===== src/rtl/imm_encoder.sv =====
// imm_encoder: two-stage valid/ready pipe packing a signed immediate into RV32I I/S/B/J fields,
// with byte-address generation; define RANGE_CHECK_EN to drop out-of-range requests and flag range_err.
module imm_encoder #(
  parameter int width     = 32,
  parameter int ADDR_W    = 8,
  parameter int BASE_ADDR = 0
) (
  input  logic              clk,
  input  logic              rst_n,
  input  logic              in_valid,
  output logic              in_ready,
  input  logic [1:0]        ImmSrc,
  input  logic [width-1:0]  Imm,
  input  logic [width-1:0]  Base,
  output logic              out_valid,
  input  logic              out_ready,
  output logic [width-1:0]  Instr,
  output logic [ADDR_W-1:0] Addr,
  output logic              range_err
);
  logic              r_s1_valid;
  logic [1:0]        r_s1_src;
  logic [width-1:0]  r_s1_imm;
  logic [width-1:0]  r_s1_base;
  logic              r_out_valid;
  logic [width-1:0]  r_instr;
  logic [ADDR_W-1:0] r_addr;
  logic [width-1:0]  w_enc;
  logic              w_bad;
  logic              w_s1_adv;
  logic              w_s2_load;
  logic              w_unused_base;

  always_comb
    w_enc = r_s1_src == 2'b00 ? {r_s1_imm[11:0], r_s1_base[19:0]} :
            r_s1_src == 2'b01 ? {r_s1_imm[11:5], r_s1_base[24:12], r_s1_imm[4:0], r_s1_base[6:0]} :
            r_s1_src == 2'b10 ? {r_s1_imm[12], r_s1_imm[10:5], r_s1_base[24:12], r_s1_imm[4:1],
                                 r_s1_imm[11], r_s1_base[6:0]} :
                                {r_s1_imm[20], r_s1_imm[10:1], r_s1_imm[11], r_s1_imm[19:12],
                                 r_s1_base[11:0]};

  // A bad word leaves S1 without needing S2 space, so it never stalls the pipe.
  assign w_s1_adv      = r_s1_valid & (!r_out_valid | out_ready | w_bad);
  assign w_s2_load     = w_s1_adv & !w_bad;
  assign in_ready      = !r_s1_valid | w_s1_adv;
  assign out_valid     = r_out_valid;
  assign Instr         = r_instr;
  assign Addr          = r_addr;
  assign w_unused_base = ^r_s1_base[31:25];

`ifdef RANGE_CHECK_EN
  logic signed [width-1:0] w_simm;
  logic                    r_range_err;
  assign w_simm    = r_s1_imm;
  assign range_err = r_range_err;
  always_comb
    w_bad = r_s1_src == 2'b00 || r_s1_src == 2'b01 ? (w_simm < -2048 || w_simm > 2047) :
            r_s1_src == 2'b10 ? (r_s1_imm[0] || w_simm < -4096 || w_simm > 4094) :
                                (r_s1_imm[0] || w_simm < -(2**20) || w_simm > 2**20 - 2);
  always_ff @(posedge clk or negedge rst_n)
    if (!rst_n) r_range_err <= 1'b0;
    else if (w_s1_adv & w_bad) r_range_err <= 1'b1;
`else
  logic w_unused_imm;
  assign w_bad        = 1'b0;
  assign range_err    = 1'b0;
  assign w_unused_imm = ^{r_s1_imm[31:21], r_s1_imm[0]};
`endif

  always_ff @(posedge clk or negedge rst_n)
    if (!rst_n) begin
      r_s1_valid  <= 1'b0;
      r_s1_src    <= '0;
      r_s1_imm    <= '0;
      r_s1_base   <= '0;
      r_out_valid <= 1'b0;
      r_instr     <= '0;
      r_addr      <= ADDR_W'(BASE_ADDR);
    end else begin
      if (in_valid & in_ready) begin
        r_s1_valid <= 1'b1;
        r_s1_src   <= ImmSrc;
        r_s1_imm   <= Imm;
        r_s1_base  <= Base;
      end else if (w_s1_adv) r_s1_valid <= 1'b0;
      if (w_s2_load) begin
        r_out_valid <= 1'b1;
        r_instr     <= w_enc;
      end else if (out_ready) r_out_valid <= 1'b0;
      if (r_out_valid & out_ready) r_addr <= r_addr + ADDR_W'(4);
    end
endmodule


===== config.mk =====
export PLATFORM = sky130hd
export DESIGN_NAME = imm_encoder
export DESIGN_NICKNAME = d
export VERILOG_FILES = /design/src/rtl/imm_encoder.sv
export SDC_FILE = /design/constraint.sdc
export NUM_CORES = 1
export LEC_CHECK = 0
export CAP_MARGIN = 20
export CORE_AREA = 5 5 101 103
export DETAILED_ROUTE_END_ITERATION = 8
export DIE_AREA = 0 0 106 108
export PLACE_DENSITY_LB_ADDON = 0.15
export SYNTH_ARGS = -nofsm -noshare
export SYNTH_HDL_FRONTEND = slang
export SYNTH_SLANG_ARGS = --single-unit

===== constraint.sdc =====
create_clock -name clk -period 1.5 [get_ports clk]
set_clock_uncertainty 0.2 [all_clocks]
set_input_delay 0.225 -clock clk [delete_from_list [all_inputs] [get_ports clk]]
set_output_delay 0.225 -clock clk [all_outputs]
set_load 0.05 [all_outputs]

==> report_table.html <==
<table>
<tr><th>Metric</th><th>Value</th></tr>
<tr><th colspan="2">Floorplanning</th></tr>
<tr><td>Num rows</td><td>35</td></tr>
<tr><td>Die area</td><td>11,400 um^2</td></tr>
<tr><td>DIE WIDTH</td><td>106 um</td></tr>
<tr><td>I/O pin total</td><td>113</td></tr>
<tr><td>CORE AREA</td><td>9110 um^2</td></tr>
<tr><td>Height of the die</td><td>108 um</td></tr>
<tr><td>Effective utilization at floorplan</td><td>41.3%</td></tr>
<tr><th colspan="2">Cells and area</th></tr>
<tr><td>Synthesis-to-layout area growth</td><td>52.0%</td></tr>
<tr><td>Number of inserted filler cells in the final layout</td><td>723</td></tr>
<tr><td>Nets</td><td>439</td></tr>
<tr><td>Sequential cell area</td><td>2210 um^2</td></tr>
<tr><td>Ant diodes</td><td>0</td></tr>
<tr><td>Multi-input gate area</td><td>1510 um^2</td></tr>
<tr><td>Most frequent cells in the layout</td><td>sky130_fd_sc_hd__dfrtp_1, sky130_fd_sc_hd__clkdlybuf4s50_1, sky130_fd_sc_hd__buf_12</td></tr>
<tr><td>Most frequent standard cell in the layout excluding fill and tap cells</td><td>sky130_fd_sc_hd__dfrtp_1</td></tr>
<tr><td>Fraction of final layout cells with drive strength greater than 1</td><td>approximately 46%</td></tr>
<tr><th colspan="2">Outcome</th></tr>
<tr><td>Violations in the final reports</td><td>negative setup slack</td></tr>
<tr><td>Outcome</td><td>finished, violations left</td></tr>
<tr><th colspan="2">Synthesis</th></tr>
<tr><td>Syn Std Cell Area</td><td>3760 um^2</td></tr>
<tr><td>Number of library cell types mapped by synthesis</td><td>31</td></tr>
<tr><td>Seq cells post-synth</td><td>88</td></tr>
<tr><td>Mean post-synth cell area</td><td>14.7 um^2</td></tr>
<tr><td>Warnings from Yosys</td><td>0</td></tr>
<tr><td>Portion of synthesized cell area occupied by the leading cell type</td><td>58.5%</td></tr>
<tr><td>Share of the yosys chip area belonging to registers</td><td>58.5%</td></tr>
<tr><td>Cells after Synth</td><td>between 200 and 300</td></tr>
<tr><td>Cell taking the most area after synthesis</td><td>sky130_fd_sc_hd__dfrtp_1</td></tr>
<tr><td>Top post-synthesis cells by area</td><td>sky130_fd_sc_hd__dfrtp_1, sky130_fd_sc_hd__mux2_2, sky130_fd_sc_hd__mux2_4, sky130_fd_sc_hd__mux2i_1, sky130_fd_sc_hd__a21oi_1</td></tr>
<tr><th colspan="2">Clocking</th></tr>
<tr><td>Number of clock sinks</td><td>88</td></tr>
<tr><td>CTS clock-pin slew for the worst setup and hold paths</td><td>0.09 ns</td></tr>
<tr><td>TritonCTS clock tree</td><td>built</td></tr>
<tr><td>Clock Tree Buf Depth</td><td>2</td></tr>
<tr><td>Clock tree root driver cell</td><td>sky130_fd_sc_hd__clkbuf_8</td></tr>
<tr><td>Later-pin clock latency in the skew report</td><td>0.35 ns</td></tr>
<tr><td>H-tree levels</td><td>3</td></tr>
<tr><td>Num CTS Buffers</td><td>9</td></tr>
<tr><th colspan="2">STA</th></tr>
<tr><td>Count of pins over their slew limit</td><td>0</td></tr>
<tr><td>Time the worst path needs with I/O delays and setup</td><td>1.59 ns</td></tr>
<tr><td>Final-layout setup total negative slack</td><td>-3.65 ns</td></tr>
<tr><td>Hold violation total from the final report</td><td>0</td></tr>
<tr><td>Maximum achievable frequency</td><td>627 MHz</td></tr>
<tr><td>Minimum setup slack in the final design</td><td>-0.0939 ns</td></tr>
<tr><td>Final hold slack</td><td>0.224 ns</td></tr>
<tr><td>Setup violations, final</td><td>50</td></tr>
<tr><td>Share of the clock period used by the worst path after layout</td><td>106%</td></tr>
<tr><td>Setup repair after global routing missed its margin</td><td>yes</td></tr>
<tr><th colspan="2">Detailed routing</th></tr>
<tr><td>Number of vias after detailed routing</td><td>2,373</td></tr>
<tr><td>First-pass detailed-route iteration total</td><td>5</td></tr>
<tr><td>Total Wirelength</td><td>8430 um</td></tr>
<tr><td>Number of vias per cell after detailed routing</td><td>4.90</td></tr>
<tr><td>Met3 wire length</td><td>255 um</td></tr>
<tr><td>WL met2</td><td>approximately 4200 um</td></tr>
<tr><td>Routed wire per std cell</td><td>between 15 and 20 um</td></tr>
<tr><td>Number of DRC violations after detailed-routing iteration 0</td><td>35</td></tr>
<tr><td>Antenna-violating nets left</td><td>0</td></tr>
<tr><td>Met1 layer wirelength in the final routing</td><td>3830 um</td></tr>
<tr><td>Highest layer used for signal routing</td><td>met4</td></tr>
<tr><td>Final routed DRC violation total</td><td>0</td></tr>
<tr><th colspan="2">Worst setup path</th></tr>
<tr><td>Required time of the worst setup path</td><td>~1.5 ns</td></tr>
<tr><td>Beginning of the worst register-to-register path</td><td>out_valid</td></tr>
<tr><td>Biggest fanout along the worst timing path</td><td>9</td></tr>
<tr><td>Reg2Reg Depth</td><td>5</td></tr>
<tr><td>Critical path launch point type</td><td>flop</td></tr>
<tr><td>Endpoint kind of the worst setup timing path</td><td>flop</td></tr>
<tr><td>Launch point of the critical path</td><td>out_valid</td></tr>
<tr><td>Arrival time at the worst endpoint</td><td>1.63 ns</td></tr>
<tr><td>Class of the most critical setup path</td><td>reg -&gt; reg</td></tr>
<tr><th colspan="2">Worst hold path</th></tr>
<tr><td>Type of the worst min-delay path</td><td>in -&gt; async</td></tr>
<tr><th colspan="2">Pwr</th></tr>
<tr><td>Internal power</td><td>5.97 mW</td></tr>
<tr><td>Peak ir drop on the vdd network</td><td>0.000799 V</td></tr>
<tr><td>Switching part of the total power</td><td>35.8%</td></tr>
<tr><td>Sequential cell fraction of total power</td><td>a little under two fifths</td></tr>
<tr><td>Clock group share of total power</td><td>around 20%</td></tr>
<tr><td>Net switching component of the power</td><td>3.33 mW</td></tr>
<tr><td>Pwr Density</td><td>1630 nW/um^2</td></tr>
<tr><td>Lkg Pwr</td><td>2.57 nW</td></tr>
<tr><td>Logic pwr share</td><td>43.0%</td></tr>
<tr><td>Total Power Consumption</td><td>9.30 mW</td></tr>
<tr><th colspan="2">GRT</th></tr>
<tr><td>Gr ovfl total</td><td>0</td></tr>
<tr><td>GR Util All Layers</td><td>about 15%</td></tr>
<tr><td>Number of antenna violations at the first check in global routing</td><td>0</td></tr>
<tr><td>Maximum number of pins on one net before global-route repair</td><td>89</td></tr>
<tr><td>First-pass GRT wire length</td><td>13,500 um</td></tr>
<tr><td>Number of global-route vias before repair</td><td>2,532</td></tr>
<tr><th colspan="2">Place</th></tr>
<tr><td>Hpwl dp</td><td>5740 um</td></tr>
<tr><td>Count of input and output buffers</td><td>91</td></tr>
<tr><td>Worst setup timing slack at the placement stage</td><td>-0.422 ns</td></tr>
<tr><td>Global placer's final weighted congestion</td><td>0.727</td></tr>
<tr><th colspan="2">Run</th></tr>
<tr><td>Number of max-cap violations</td><td>0</td></tr>
</table>
through the flow:
| step | cell area, um^2 | std cells | util (%) |
|---|---|---|---|
| after floorplan | 3820 | 258 | - |
| after global placement | 5340 | 463 | 58.7 |
| after detailed placement | 5340 | 463 | 58.7 |
| after CTS | 5670 | 483 | 62.2 |
| after global routing | 5720 | 484 | 62.8 |
| final | 5720 | 484 | 62.8 |
cell families (layout without fill, tap and decap cells):
family                   Yosys count  count (layout)  share of synthesized area, %
adder cells (fa/ha/maj)            1               1                         0.332
AND/OR/NAND/NOR                   22              22                          3.26
XOR/XNOR                           6               6                          1.89
multiplexers                      80              80                          25.7
other                              1               3                        0.0996
AO/OA/AOI/OAI                     41              41                          6.65
flip-flops                        88              88                          58.5
buffers and inverters             17             132                          3.62
registers in the layout (all words and copies together) (netlist names):
register,cells
r_s1_valid,1
Addr,6
Instr,32
r_s1_imm,21
out_valid,1
r_s1_src,2
r_s1_base,25
final timing paths:
check / to / slack [ns]
max in group asynchronous: r_s1_src[1] / 0.46
setup reg to reg: r_s1_src[0] / -0.09
hold / removal: Addr[2] / 0.22
setup / recovery: r_s1_src[0] / -0.09
min in group clk: Addr[4] / 0.26
hold reg to reg: Instr[28] / 0.31
worst max-delay path, cell delays in order, from the launching register on:
cell	delay (ns)
sky130_fd_sc_hd__dfrtp_2	0.40
sky130_fd_sc_hd__nand3b_1	0.10
sky130_fd_sc_hd__buf_4	0.17
sky130_fd_sc_hd__nand2_8	0.13
sky130_fd_sc_hd__buf_12	0.15
sky130_fd_sc_hd__mux2_2	0.33
area by class of cell:
cell class	instances	share of cell area [%]
Multi-Input combinational cell	153	26.4
Timing Repair Buffer	116	28.7
Tap cell	111	2.43
Clock buffer	9	2.16
Sequential cell	88	38.6
Clock inverter	7	1.77
metal layers:
layer / GRT usage, % / vias to the layer above
met5: 0 / -
met4: 6.11 / 0
met3: 2.63 / 9
met2: 24.4 / 54
met1: 20.6 / 1191
li1: - / 1119
cells in the mapped netlist:
cell type / number
sky130_fd_sc_hd__buf_2: 4
sky130_fd_sc_hd__a21oi_1: 27
sky130_fd_sc_hd__nand2_2: 1
sky130_fd_sc_hd__a21oi_2: 10
sky130_fd_sc_hd__a221oi_1: 2
sky130_fd_sc_hd__mux2i_1: 17
sky130_fd_sc_hd__nor2_1: 2
sky130_fd_sc_hd__nand2b_1: 3
sky130_fd_sc_hd__conb_1: 1
sky130_fd_sc_hd__ha_1: 1
sky130_fd_sc_hd__buf_8: 2
sky130_fd_sc_hd__buf_4: 4
sky130_fd_sc_hd__nand2_1: 5
sky130_fd_sc_hd__clkbuf_1: 3
sky130_fd_sc_hd__o21ai_0: 2
sky130_fd_sc_hd__xnor2_1: 3
sky130_fd_sc_hd__dfrtp_1: 88
sky130_fd_sc_hd__mux2_4: 23
sky130_fd_sc_hd__and3_1: 1
sky130_fd_sc_hd__nor2b_1: 1
sky130_fd_sc_hd__nand2b_2: 1
sky130_fd_sc_hd__xor2_1: 2
sky130_fd_sc_hd__xnor2_4: 1
sky130_fd_sc_hd__nor3_1: 1
sky130_fd_sc_hd__and2_1: 2
sky130_fd_sc_hd__nand3b_1: 1
sky130_fd_sc_hd__buf_6: 4
sky130_fd_sc_hd__and3b_1: 1
sky130_fd_sc_hd__nand3_1: 2
sky130_fd_sc_hd__nand4_1: 1
sky130_fd_sc_hd__mux2_2: 40
what timing repair did:
item | 4_1_cts | 5_1_grt
hold endpoints to repair | 88 | 0
hold buffers | 1 | 0
buffers inserted | 2 | 0
endpoints found under the setup margin | 48 | 59
cloned | 2 | 1
pin swaps | 1 | 1
resized for setup | 9 | 9
power by group through the flow:
| stage | clock network [mW] | registers [mW] | logic (mW) |
|---|---|---|---|
| floorplan | 0 | 4.36 | 1.01 |
| global placement | 0 | 3.46 | 3.92 |
| detailed placement | 0 | 3.47 | 3.96 |
| CTS | 1.90 | 3.45 | 4.00 |
| global route | 1.99 | 3.52 | 4.18 |
| finish | 1.86 | 3.44 | 4.00 |
No activity file was read; power rests on OpenSTA's default activity.
